==> src/rtl/router_pkg.sv <==
// Shared types and helpers for the router packet transmitter.
// Header layout on the wire is {len[5:0], addr[1:0]}.
package router_pkg;

    localparam int LEN_W  = 6;
    localparam int DATA_W = 8;

    localparam logic [1:0] ADDR_INVALID = 2'b11;

    typedef enum logic [2:0] {
        ST_IDLE,
        ST_LOAD,
        ST_HDR,
        ST_PLD,
        ST_PAR,
        ST_GAP
    } tx_state_e;

    function automatic logic [DATA_W-1:0] pack_hdr(input logic [LEN_W-1:0] len,
                                                   input logic [1:0]       addr);
        return {len, addr};
    endfunction

endpackage

==> src/rtl/pkt_tx_buf.sv <==
// Payload store for one packet: synchronous write, combinational read.
// Pointers are owned by the parent.
module pkt_tx_buf
    import router_pkg::*;
(
    input  logic              clk,
    input  logic              we,
    input  logic [LEN_W-1:0]  wr,
    input  logic [DATA_W-1:0] wdata,
    input  logic [LEN_W-1:0]  rd,
    output logic [DATA_W-1:0] rdata
);

    localparam int DEPTH = 1 << LEN_W;

    logic [DATA_W-1:0] mem [DEPTH];

    always_ff @(posedge clk) begin
        if (we) begin
            mem[wr] <= wdata;
        end
    end

    assign rdata = mem[rd];

endmodule

==> src/rtl/router_pkt_tx.sv <==
// Source side of the router packet protocol: buffers a whole payload, then
// sends header, payload and XOR parity under busy backpressure.
module router_pkt_tx
    import router_pkg::*;
#(
    parameter int MAX_LEN = 63
) (
    input  logic              clk,
    input  logic              rst,
    input  logic              cmd_valid,
    output logic              cmd_ready,
    input  logic [1:0]        cmd_addr,
    input  logic [LEN_W-1:0]  cmd_len,
    input  logic              cmd_bad_par,
    input  logic              pl_valid,
    output logic              pl_ready,
    input  logic [DATA_W-1:0] pl_data,
    input  logic              busy,
    output logic              pkt_valid,
    output logic [DATA_W-1:0] data_out,
    output logic              tx_done,
    output logic              cmd_err
);

    tx_state_e         state;
    logic [LEN_W-1:0]  wr_ptr;
    logic [LEN_W-1:0]  rd_ptr;
    logic [LEN_W-1:0]  len_q;
    logic [1:0]        addr_q;
    logic              bad_par_q;
    logic [DATA_W-1:0] parity;
    logic [DATA_W-1:0] buf_rdata;
    logic              cmd_fire;
    logic              pl_fire;
    logic              cmd_bad;

    assign cmd_fire = cmd_valid & cmd_ready;
    assign pl_fire  = pl_valid & pl_ready;
    assign cmd_bad  = (cmd_addr == ADDR_INVALID) || (cmd_len == '0) ||
                      (int'(cmd_len) > MAX_LEN);

    pkt_tx_buf u_buf (
        .clk   (clk),
        .we    (pl_fire),
        .wr    (wr_ptr),
        .wdata (pl_data),
        .rd    (rd_ptr),
        .rdata (buf_rdata)
    );

    // Packet fields and running parity are plain data; control resets them
    // implicitly by only consuming them after a fresh command is accepted.
    always_ff @(posedge clk) begin
        if (cmd_fire && !cmd_bad) begin
            len_q     <= cmd_len;
            addr_q    <= cmd_addr;
            bad_par_q <= cmd_bad_par;
            parity    <= pack_hdr(cmd_len, cmd_addr);
        end else if (pl_fire) begin
            parity    <= parity ^ pl_data;
        end
    end

    always_ff @(posedge clk) begin
        if (rst) begin
            state     <= ST_IDLE;
            cmd_ready <= 1'b0;
            pl_ready  <= 1'b0;
            pkt_valid <= 1'b0;
            data_out  <= '0;
            tx_done   <= 1'b0;
            cmd_err   <= 1'b0;
            wr_ptr    <= '0;
            rd_ptr    <= '0;
        end else begin
            tx_done <= 1'b0;
            cmd_err <= 1'b0;
            case (state)
                ST_IDLE: begin
                    cmd_ready <= 1'b1;
                    if (cmd_fire) begin
                        if (cmd_bad) begin
                            cmd_err <= 1'b1;
                        end else begin
                            state     <= ST_LOAD;
                            cmd_ready <= 1'b0;
                            pl_ready  <= 1'b1;
                            wr_ptr    <= '0;
                            rd_ptr    <= '0;
                        end
                    end
                end
                ST_LOAD: begin
                    if (pl_fire) begin
                        wr_ptr <= wr_ptr + LEN_W'(1);
                        if (wr_ptr == len_q - LEN_W'(1)) begin
                            state     <= ST_HDR;
                            pl_ready  <= 1'b0;
                            pkt_valid <= 1'b1;
                            data_out  <= pack_hdr(len_q, addr_q);
                        end
                    end
                end
                // rd_ptr runs one ahead of the byte on the wire so the buffer
                // read feeds the data_out register directly.
                ST_HDR: begin
                    if (!busy) begin
                        state    <= ST_PLD;
                        data_out <= buf_rdata;
                        rd_ptr   <= rd_ptr + LEN_W'(1);
                    end
                end
                ST_PLD: begin
                    if (!busy) begin
                        if (rd_ptr == len_q) begin
                            state     <= ST_PAR;
                            pkt_valid <= 1'b0;
                            data_out  <= parity ^ {{(DATA_W-1){1'b0}}, bad_par_q};
                        end else begin
                            data_out <= buf_rdata;
                            rd_ptr   <= rd_ptr + LEN_W'(1);
                        end
                    end
                end
                ST_PAR: begin
                    if (!busy) begin
                        state    <= ST_GAP;
                        data_out <= '0;
                        tx_done  <= 1'b1;
                    end
                end
                ST_GAP: begin
                    state     <= ST_IDLE;
                    cmd_ready <= 1'b1;
                end
                default: begin
                    state <= ST_IDLE;
                end
            endcase
        end
    end

endmodule
==> config.mk <==
export PLATFORM = sky130hd
export DESIGN_NAME = router_pkt_tx
export DESIGN_NICKNAME = d
export VERILOG_FILES = /design/src/rtl/router_pkg.sv /design/src/rtl/pkt_tx_buf.sv /design/src/rtl/router_pkt_tx.sv
export SDC_FILE = /design/constraint.sdc
export NUM_CORES = 1
export LEC_CHECK = 0
export CAP_MARGIN = 30
export CORE_MARGIN = 4
export CORE_UTILIZATION = 50
export DETAILED_ROUTE_END_ITERATION = 7
export PLACE_DENSITY = 0.69
export SLEW_MARGIN = 25
export SYNTH_ARGS = -nofsm -noshare
export SYNTH_HDL_FRONTEND = slang
export SYNTH_HIERARCHICAL = 1
export SYNTH_SLANG_ARGS = --single-unit
==> constraint.sdc <==
create_clock -name clk -period 2.3 [get_ports clk]
set_clock_uncertainty 0.15 [all_clocks]
set_input_delay 0.46 -clock clk [delete_from_list [all_inputs] [get_ports clk]]
set_output_delay 0.46 -clock clk [all_outputs]
set_load 0.02 [all_outputs]
Word-level counts from Yosys, hierarchy flattened
Memory sizes are Yosys's and may differ from the RTL's. A register that Yosys moved wholly into a read port is not among the register bits.
Index checks and enable logic that the tools add are counted.
{"block": "word_totals", "mem_bits_rw": 512, "mem_count": 1, "regBits": 45, "output_inout_bits": 13, "input_bits": 22}
{"name": "u_buf.mem", "words": 64, "word_bits": 8, "read_ports": 1, "rd_clocked_by_memory_dff": 1, "write_ports": 1, "line": "pkt_tx_buf.sv:16", "rtl": "logic [DATA_W-1:0] mem [DEPTH];"}
{"block": "classes", "n_eq_ne": 17, "n_bitwise": 7, "reduce_logical": 19, "mux": 44, "n_addsub": 3}
{"operator": "$mux 8", "n": 8}
{"operator": "$mux 6", "n": 8}
{"operator": "$pmux 8 s4", "n": 1}
{"operator": "$mux 3", "n": 8}
{"operator": "$ne 2x2->1 const B", "n": 9}
{"operator": "$pmux 6 s3", "n": 1}
{"operator": "$pmux 3 s5", "n": 1}
{"operator": "$mux 1", "n": 13}
{"operator": "$add 6x1->6 const B", "n": 2}
{"operator": "$eq 6x6->1", "n": 2}
{"operator": "$pmux 6 s2", "n": 1}
{"operator": "$reduce_and 6->1", "n": 2}
{"operator": "$reduce_and 5->1", "n": 2}
{"operator": "$reduce_and 8->1", "n": 1}
{"operator": "$reduce_bool 2->1", "n": 4}
{"operator": "$xor 8x1->8", "n": 1}
{"operator": "$xor 8x8->8", "n": 1}
{"operator": "$eq 3x2->1 const B", "n": 2}
{"operator": "$eq 3x3->1 const B", "n": 2}
{"operator": "$logic_not 6->1", "n": 1}
{"operator": "$pmux 1 s2", "n": 3}
{"operator": "$sub 6x1->6 const B", "n": 1}
{"operator": "$reduce_and 4->1", "n": 1}
{"operator": "$reduce_bool 4->1", "n": 1}
{"operator": "11 further kinds", "n": 14}

Logic depth before layout (Yosys ltp)
Gate-level depths: netlist of the first run.
{"block": "logic_depth", "word_depth": 7, "ltp_mapped": 13}

Hierarchy
The synthesis of the first run kept the hierarchy.
{"module": "pkt_tx_buf", "cells_per_inst": 932, "instances": 1, "seq_area_each_um2": 15374.7, "area_per_inst_um2": 20006.7}
{"module": "router_pkt_tx", "cells_per_inst": 278, "instances": 1, "seq_area_each_um2": 1071.0, "area_per_inst_um2": 2570.0}

Worst setup path after synthesis of the first run
OpenSTA, ideal clock, no wires.
{"block": "synth_path", "path_type": "reg-to-reg", "start": "reg rd_ptr[0]", "end": "reg data_out[3]", "path_buffers": 2, "path_slack_ps": -268, "stages_incl_launch_ff": 11, "arrival_ps": 2284, "synth_period_minus_slack_ps": 2568, "path_cell_list": "dfxtp_1 > buf_6 > buf_4 > mux4_2 > mux4_2 > o21ai_1 > o41ai_1 > nand2_1 > a21oi_1 > o21bai_1 > mux2i_1"}
{"block": "synth_via", "elab_chain_len": 4}
{"item": "from (decl)", "line": "router_pkt_tx.sv:27", "rtl": "logic [LEN_W-1:0] rd_ptr;"}
{"item": "from (signal assigned)", "line": "router_pkt_tx.sv:110", "rtl": "rd_ptr <= rd_ptr + LEN_W'(1);"}
{"item": "from (signal assigned)", "line": "router_pkt_tx.sv:121", "rtl": "rd_ptr <= rd_ptr + LEN_W'(1);"}
{"item": "$eq 6x6->1", "line": "router_pkt_tx.sv:115", "rtl": "if (rd_ptr == len_q) begin"}
{"item": "$mux 8", "line": "router_pkt_tx.sv:115"}
{"item": "$mux 8", "line": "router_pkt_tx.sv:114", "rtl": "if (!busy) begin"}
{"item": "$pmux 8 s4", "line": "router_pkt_tx.sv:78", "rtl": "case (state)"}
{"item": "to (signal assigned)", "line": "router_pkt_tx.sv:109", "rtl": "data_out <= buf_rdata;"}
{"item": "to (signal assigned)", "line": "router_pkt_tx.sv:118", "rtl": "data_out <= parity ^ {{(DATA_W-1){1'b0}}, bad_par_q};"}
{"item": "to (signal assigned)", "line": "router_pkt_tx.sv:120", "rtl": "data_out <= buf_rdata;"}
{"item": "to (decl)", "line": "router_pkt_tx.sv:20", "rtl": "output logic [DATA_W-1:0] data_out,"}
No other way between the ends. The select of a mux whose other input is x is not followed.
A chain may end at the register's enable or synchronous reset.

Worst setup path after layout of the first run
{"block": "layout_path", "start": "reg rd_ptr[0]", "end": "reg data_out[0]"}
The elaborated chain is that of the path after synthesis.

==> results of run 1 <==
## metal layers
metal	vias up	GRT usage, %	share of wire (%)
li1	5485	-	-
met1	6625	33.6	41
met2	608	36.4	47
met3	118	4.30	8.5
met4	0	7.80	3.2
met5	-	0	0
## logic make-up (layout without fill, tap and decap cells)
logic type | after synthesis | count (layout)
AO/OA/AOI/OAI | 132 | 132
XOR/XNOR | 23 | 23
adder cells (fa/ha/maj) | 3 | 3
buffers and inverters | 85 | 408
flip-flops | 557 | 557
multiplexers | 170 | 170
other | 0 | 1
AND/OR/NAND/NOR | 240 | 240
## layout make-up
cell class                 count  area, um^2  area share (%)
clock buffer                  64        1400            5.10
tap                          592         741            2.70
clock inverter                35         284            1.04
sequential                   557       16500            60.0
multi-input combinational    568        5790            21.1
antenna                        1        2.50         0.00913
inverter                      19        71.3           0.260
timing repair buffer         290        2680            9.76
## worst max path at each step
stage	slack, ns	startpoint	to	depth (start not counted)
after floorplan	-0.10	rd_ptr[0]	data_out[7]	11
after global placement	-0.50	rd_ptr[0]	data_out[0]	10
after detailed placement	-0.55	rd_ptr[0]	data_out[0]	10
after CTS	-0.41	rd_ptr[0]	data_out[0]	11
after global routing	-0.53	rd_ptr[0]	data_out[3]	12
final	-0.45	rd_ptr[0]	data_out[0]	11
## cell usage in the layout (no fill, tap or decap), types with 19 or more instances in the layout
cell type        Yosys  final
edfxtp_1           529    529
buf_4               15    221
mux4_2             126    126
nor2_1              92     87
clkbuf_16            0     56
nand2_1             43     42
mux2i_1             31     29
buf_12               2     25
a21oi_1             23     23
dfxtp_1             28     23
clkdlybuf4s50_1      0     21
inv_1               19     19
## report_power, final
group	total, uW	switching (uW)	internal, uW	leakage [uW]
combinational	1610	821	793	0.00316
sequential	11200	43.4	11200	0.00499
clock	8460	3680	4780	0.000832
total	21300	4540	16700	0.00898
## registers in the layout, summed over array words and instances (netlist names)
signal	flops
cmd_err	1
bad_par_q	1
len_q	6
parity	8
rd_ptr	6
u_buf/mem	512
state	3
wr_ptr	6
cmd_ready	1
tx_done	1
pkt_valid	1
pl_ready	1
addr_q	2
data_out	8
## through the flow
| step | hold slack [ns] | cells | instance area [um^2] | setup WS, ns | power [uW] |
|---|---|---|---|---|---|
| 3_3_place_gp | 0.310 | 2010 | 25300 | -0.501 | 12900 |
| 2_1_floorplan | 0.326 | 1210 | 22600 | -0.103 | 12200 |
| 5_1_grt | 0.105 | 2125 | 27400 | -0.532 | 22000 |
| 6_report | 0.109 | 2126 | 27400 | -0.455 | 21300 |
| 4_1_cts | 0.0791 | 2119 | 27200 | -0.412 | 21400 |
| 3_5_place_dp | 0.333 | 2010 | 25300 | -0.550 | 12900 |
## timing repair
action / in CTS / in global routing
cloned: 2 / 2
endpoints found under the setup margin: 16 / 14
pin swaps: 10 / 9
setup buffers: 8 / 4
gates resized for setup: 28 / 15
hold buffers: 0 / 0
==> key figures, run 1 <==
Clocking
  – Clk sink count: 557
  – CTS tree: yes
  – Reg clk slew, reported paths: 0.06 ns
  – Skew-Pair Late Insertion Delay: 0.60 ns
  – Total CTS buffers: 54
  – H-Tree Depth: 2
  – Clk root buf: clkbuf_16
  – CTS Buffer Depth: 3

Floorplan
  – Core area: 44400 um^2
  – DIE HEIGHT: 220 um
  – Ports: 35
  – Rows: 77
  – Die W: 220 um
  – Initial Util: 50.8%
  – Die area: 48600 um^2

Route
  – Drt via density: 6.04
  – Final ANT Viol Nets: 0
  – DR vias: 12800
  – Residual DRC: 0
  – Avg WL per Cell: 26.2 um
  – Drt pass-1 iters: 5
  – Iteration-0 DRC Markers: 1543
  – Final WL: 55700 um

Worst setup path
  – R2R Path End: data_out[0]
  – Buf+Inv Stages, Crit Path: 2
  – Required time of the critical path: 2.64 ns
  – Crit path max-delay cell type: mux4_2
  – R2R depth: 11
  – Crit Path Class: reg -> reg
  – CP Max Fanout: 5
  – Arrival @ worst endpoint: 3.09 ns
  – Endpoint class of the critical path: flip-flop
  – CP delay by family, top: multiplexers
  – CP peak stage delay: 0.55 ns
  – R2r setup slk: -0.45 ns
  – Worst path cell trace: buf_12 > buf_12 > mux4_2 > mux4_2 > nor2_4 > nor3_2 > o2bb2ai_2 > nand2_1 > a21oi_1 > o21bai_1 > mux2i_1
  – Reg2reg start: rd_ptr[0]
  – CP startpoint kind: flip-flop

Synth
  – EDFF count, synth: 529
  – Largest family of logic cells by synthesized area: multiplexers
  – Adder-cell share of the synthesized area: 0.166%
  – Total of flip-flops plus latches after synthesis: 557
  – Leading area contributor after synthesis: edfxtp_1
  – Main synth FF type: edfxtp_1
  – Post-synthesis mux area share: 14.6%
  – Synth Area in Compound Gates: 4.23%
  – Xor-xnor portion of the synthesized cell area: 0.892%
  – Synth warnings: 6
  – Seq/Total Area, Yosys: 72.8%
  – Mapped Avg Cell Area: 18.7 um^2
  – Most numerous cell in the Yosys netlist: edfxtp_1
  – Syn Nets: 1235
  – Post-Synth Simple-Gate Area: 5.15%
  – Top cells by area, synth: edfxtp_1, mux4_2, dfxtp_1
  – Post-synth top area share: 70.4%
  – Async SR Flop Fraction: 0%
  – Mapped Area: 22600 um^2
  – Cells after Synth: 1210
  – Synth cell types: 62
  – Post-synth top cells: edfxtp_1, mux4_2, nor2_1

Finish
  – P&R area growth vs syn: 21.4%
  – Fillers: 3080
  – Final core utilization: 61.7%
  – Final nets: 1515
  – Share of cells above drive strength 1: 34.0%

GRT
  – Largest net degree at the start of global routing: 66
  – GRT Overall Usage: 23.2%
  – First-pass GRT wire length: 83400 um
  – Grt ovf: 0
  – Initial antenna violation count: 1
  – Number of global-route vias before repair: 13000

Power
  – PwrDens: 776 nW/um^2
  – VDD IR max: 523 uV
  – LEAKAGE: 0.00898 uW

Min path
  – Worst Hold Class: in -> reg
  – Worst Hold Depth: 1
  – Hold Crit Start: pl_data[2]
  – WHS Endpoint: u_buf/mem[51][2]

Placement
  – Port bufs: 34
  – Final HPWL DP: 36800 um
  – RePlAce Congestion: 0.900

STA
  – Setup TNS: -2.94 ns
  – Max_slew headroom: 63.4%
  – Final Critical Period: 2.75 ns
  – Final count of pins violating max slew: 0
  – Setup ws final: -0.455 ns
  – Worst slew pin tran: 0.535 ns
  – Tcrit/Tclk final: 120%
  – Final setup viols: 9
  – Maximum clock rate: 363 MHz
  – Final hold violations: 0
  – RSZ-0062 raised after global routing: yes

Run status
  – Status: finished, violations left
  – Failing checks: setup timing

Run
  – Max-Cap Viols: 0
Power figures use the tool's default switching activity.
==> run 2, diff against run 1 <==
--- a/config.mk
+++ b/config.mk
@@ -9,6 +9,7 @@
 export CORE_MARGIN = 4
 export CORE_UTILIZATION = 50
 export DETAILED_ROUTE_END_ITERATION = 7
+export GPL_TIMING_DRIVEN = 0
 export PLACE_DENSITY = 0.69
 export SLEW_MARGIN = 25
 export SYNTH_ARGS = -nofsm -noshare
==> key figures, run 2 (same netlist as run 1, synthesis figures left out) <==
GRT
  – Number of global-route vias before repair: 12500 (-3.9%)
  – Initial antenna violation count: 0 (-1)
  – Grt ovf: 0 (unchanged)
  – GRT Overall Usage: 24.0% (+0.76 points)
  – First-pass GRT wire length: 84600 um (+1.4%)
  – Largest net degree at the start of global routing: 66 (unchanged)

Route
  – Drt pass-1 iters: 5 (unchanged)
  – Iteration-0 DRC Markers: 1533 (-0.65%)
  – Final ANT Viol Nets: 0 (unchanged)
  – Final WL: 57800 um (+3.7%)
  – DR vias: 12600 (-1.7%)
  – Avg WL per Cell: 29.0 um (+11%)
  – Drt via density: 6.33 (+4.9%)
  – Residual DRC: 0 (unchanged)

Finish
  – # diodes: 0 (-1)
  – Top Registers: u_buf/mem: 512 flops, data_out: 8 flops, parity: 8 flops
  – Seq. cell area: 16500 um^2 (about the same)
  – P&R area growth vs syn: 21.2%
  – Area taken by multi-input logic gates: 6640 um^2 (+15%)
  – Number of flip-flops in the largest register: 512 (unchanged)
  – Share of cells above drive strength 1: 34.7% (+0.73 points)
  – Final nets: 1380 (-8.9%)
  – Commonest cells after routing, fill and taps aside: edfxtp_1, mux4_2, nor2_4, clkbuf_16, buf_4
  – Fillers: 3057 (-0.75%)
  – Commonest non-fill, non-tap cell in the layout: edfxtp_1
  – Final cell count without fillers: 1992 (-6.3%)
  – Largest Register: u_buf/mem

Floorplan
  – Ports: 35 (unchanged)
  – Initial Util: 50.8% (unchanged)
  – Core area: 44400 um^2 (unchanged)
  – Die area: 48600 um^2 (unchanged)
  – Rows: 77 (unchanged)
  – DIE HEIGHT: 220 um (unchanged)
  – Die W: 220 um (unchanged)

Placement
  – Placed insts: 1836 (-8.7%)
  – Port bufs: 34 (unchanged)
  – RePlAce Congestion: 0.931 (+3.5%)
  – Final HPWL DP: 35100 um (-4.5%)
  – Setup WS pre-CTS: -1.59 ns (-1.04 ns)

STA
  – RSZ-0062 raised after global routing: yes
  – Final count of pins violating max slew: 0 (unchanged)
  – Tcrit/Tclk final: 131% (+11 points)
  – Final setup viols: 12 (+3)
  – Max_slew headroom: 40.9% (-23 points)
  – Worst slew pin tran: 0.880 ns (+0.346 ns)
  – Final Critical Period: 3.01 ns (+0.258 ns)
  – Maximum clock rate: 332 MHz (-8.6%)
  – Setup TNS: -5.51 ns (-2.57 ns)
  – Setup ws final: -0.713 ns (-0.258 ns)
  – Final hold violations: 0 (unchanged)

Power
  – Pint: 16500 uW (-1.7%)
  – LEAKAGE: 0.00829 uW (-7.6%)
  – Clock power frac: 39.2% (-0.6 points)
  – Sw Ratio: 22.2% (+0.85 points)
  – VDD IR max: 689 uV (+32%)
  – PwrDens: 773 nW/um^2 (-0.41%)
  – Gate power share: 7.8% (+0.2 points)
  – Flop pwr share: 53.0% (+0.4 points)
  – NetSw: 4690 uW (+3.3%)

Min path
  – Worst Hold Class: in -> reg
  – Hold Crit Start: cmd_bad_par

Clocking
  – H-Tree Depth: 2 (unchanged)
  – Clk root buf: clkbuf_16
  – CTS tree: yes
  – Number of hold buffers added after CTS: 0 (unchanged)
  – Clk sink count: 557 (unchanged)
  – Skew-Pair Late Insertion Delay: 0.61 ns (about the same)
  – Reg clk slew, reported paths: 0.06 ns (about the same)
  – Total CTS buffers: 54 (unchanged)
  – CTS Buffer Depth: 3 (unchanged)

Worst setup path
  – Crit path max-delay cell type: dfxtp_1
  – Required time of the critical path: 2.64 ns (about the same)
  – CP startpoint: rd_ptr[2]
  – Crit Path Class: reg -> reg
  – Reg2reg start: rd_ptr[2]
  – Worst path cell trace: buf_4 > buf_4 > clkbuf_8 > mux4_2 > mux2i_1 > nand2_1 > nand3_2 > o32ai_4 > nand2_1 > a21oi_1 > o21bai_1 > mux2i_1
  – Endpoint class of the critical path: flip-flop
  – CP peak stage delay: 0.45 ns (-0.10 ns)
  – CP startpoint kind: flip-flop
  – Arrival @ worst endpoint: 3.35 ns (+0.26 ns)
  – CP Max Fanout: 10 (+5)

Run
  – Max-Cap Viols: 0 (unchanged)

Run status
  – Status: finished, violations left
  – Failing checks: setup timing
run 2: power by group through the flow:
stage / clock (uW) / combinational [uW] / sequential, uW
after floorplan: 0 / 827 / 11400
after detailed placement: 0 / 1350 / 11400
final: 8290 / 1640 / 11200
after global placement: 0 / 1330 / 11400
after CTS: 8410 / 1580 / 11200
after global routing: 8860 / 1730 / 11200
run 2: metrics by stage:
| step | instance area (um^2) | util [%] | hold slack (ns) | total power [uW] |
|---|---|---|---|---|
| CTS | 26900 | 60.7 | 0.241 | 21200 |
| floorplan | 22600 | - | 0.326 | 12200 |
| detailed placement | 23700 | 53.4 | 0.321 | 12800 |
| global placement | 23700 | 53.4 | 0.313 | 12800 |
| global route | 27400 | 61.6 | 0.269 | 21800 |
| finish | 27400 | 61.6 | 0.262 | 21100 |
run 2: repair_timing:
action / CTS / global route
setup endpoints to repair: 558 / 245
hold endpoints to repair: 0 / 0
buffers inserted: 38 / 19
gates resized for setup: 277 / 29
pin swaps: 30 / 24
gates cloned: 1 / 1
run 2: final timing paths:
kind	to	cells past startpoint	slack, ns
setup / recovery	data_out[6]	12	-0.71
hold / removal	bad_par_q	1	0.26
setup reg to reg	data_out[6]	12	-0.71
hold reg to reg	pkt_valid	2	0.33
run 2: metal layers:
metal | up-vias | wire length (um) | track usage [%]
li1 | 5222 | - | -
met1 | 6562 | 22600 | 35.0
met2 | 684 | 27600 | 36.9
met3 | 144 | 5530 | 4.49
met4 | 0 | 2030 | 8.80
met5 | - | 0 | 0
run 2: final cells by class:
cell class | count | area share (%)
clock buffers | 66 | 5.10
flip-flops and latches | 557 | 60.1
inverters | 19 | 0.261
repair buffers | 93 | 4.11
plain buffers | 62 | 2.56
multi-input cells | 568 | 24.3
well taps | 592 | 2.71
clock inverters | 35 | 0.860
run 2: worst max-delay path: cells and delay by family (launching register included):
kind | cells | cell delay [ns]
flip-flops | 1 | 0.45
AND/OR/NAND/NOR | 3 | 0.33
AO/OA/AOI/OAI | 3 | 0.38
buffers and inverters | 3 | 0.75
multiplexers | 3 | 0.81
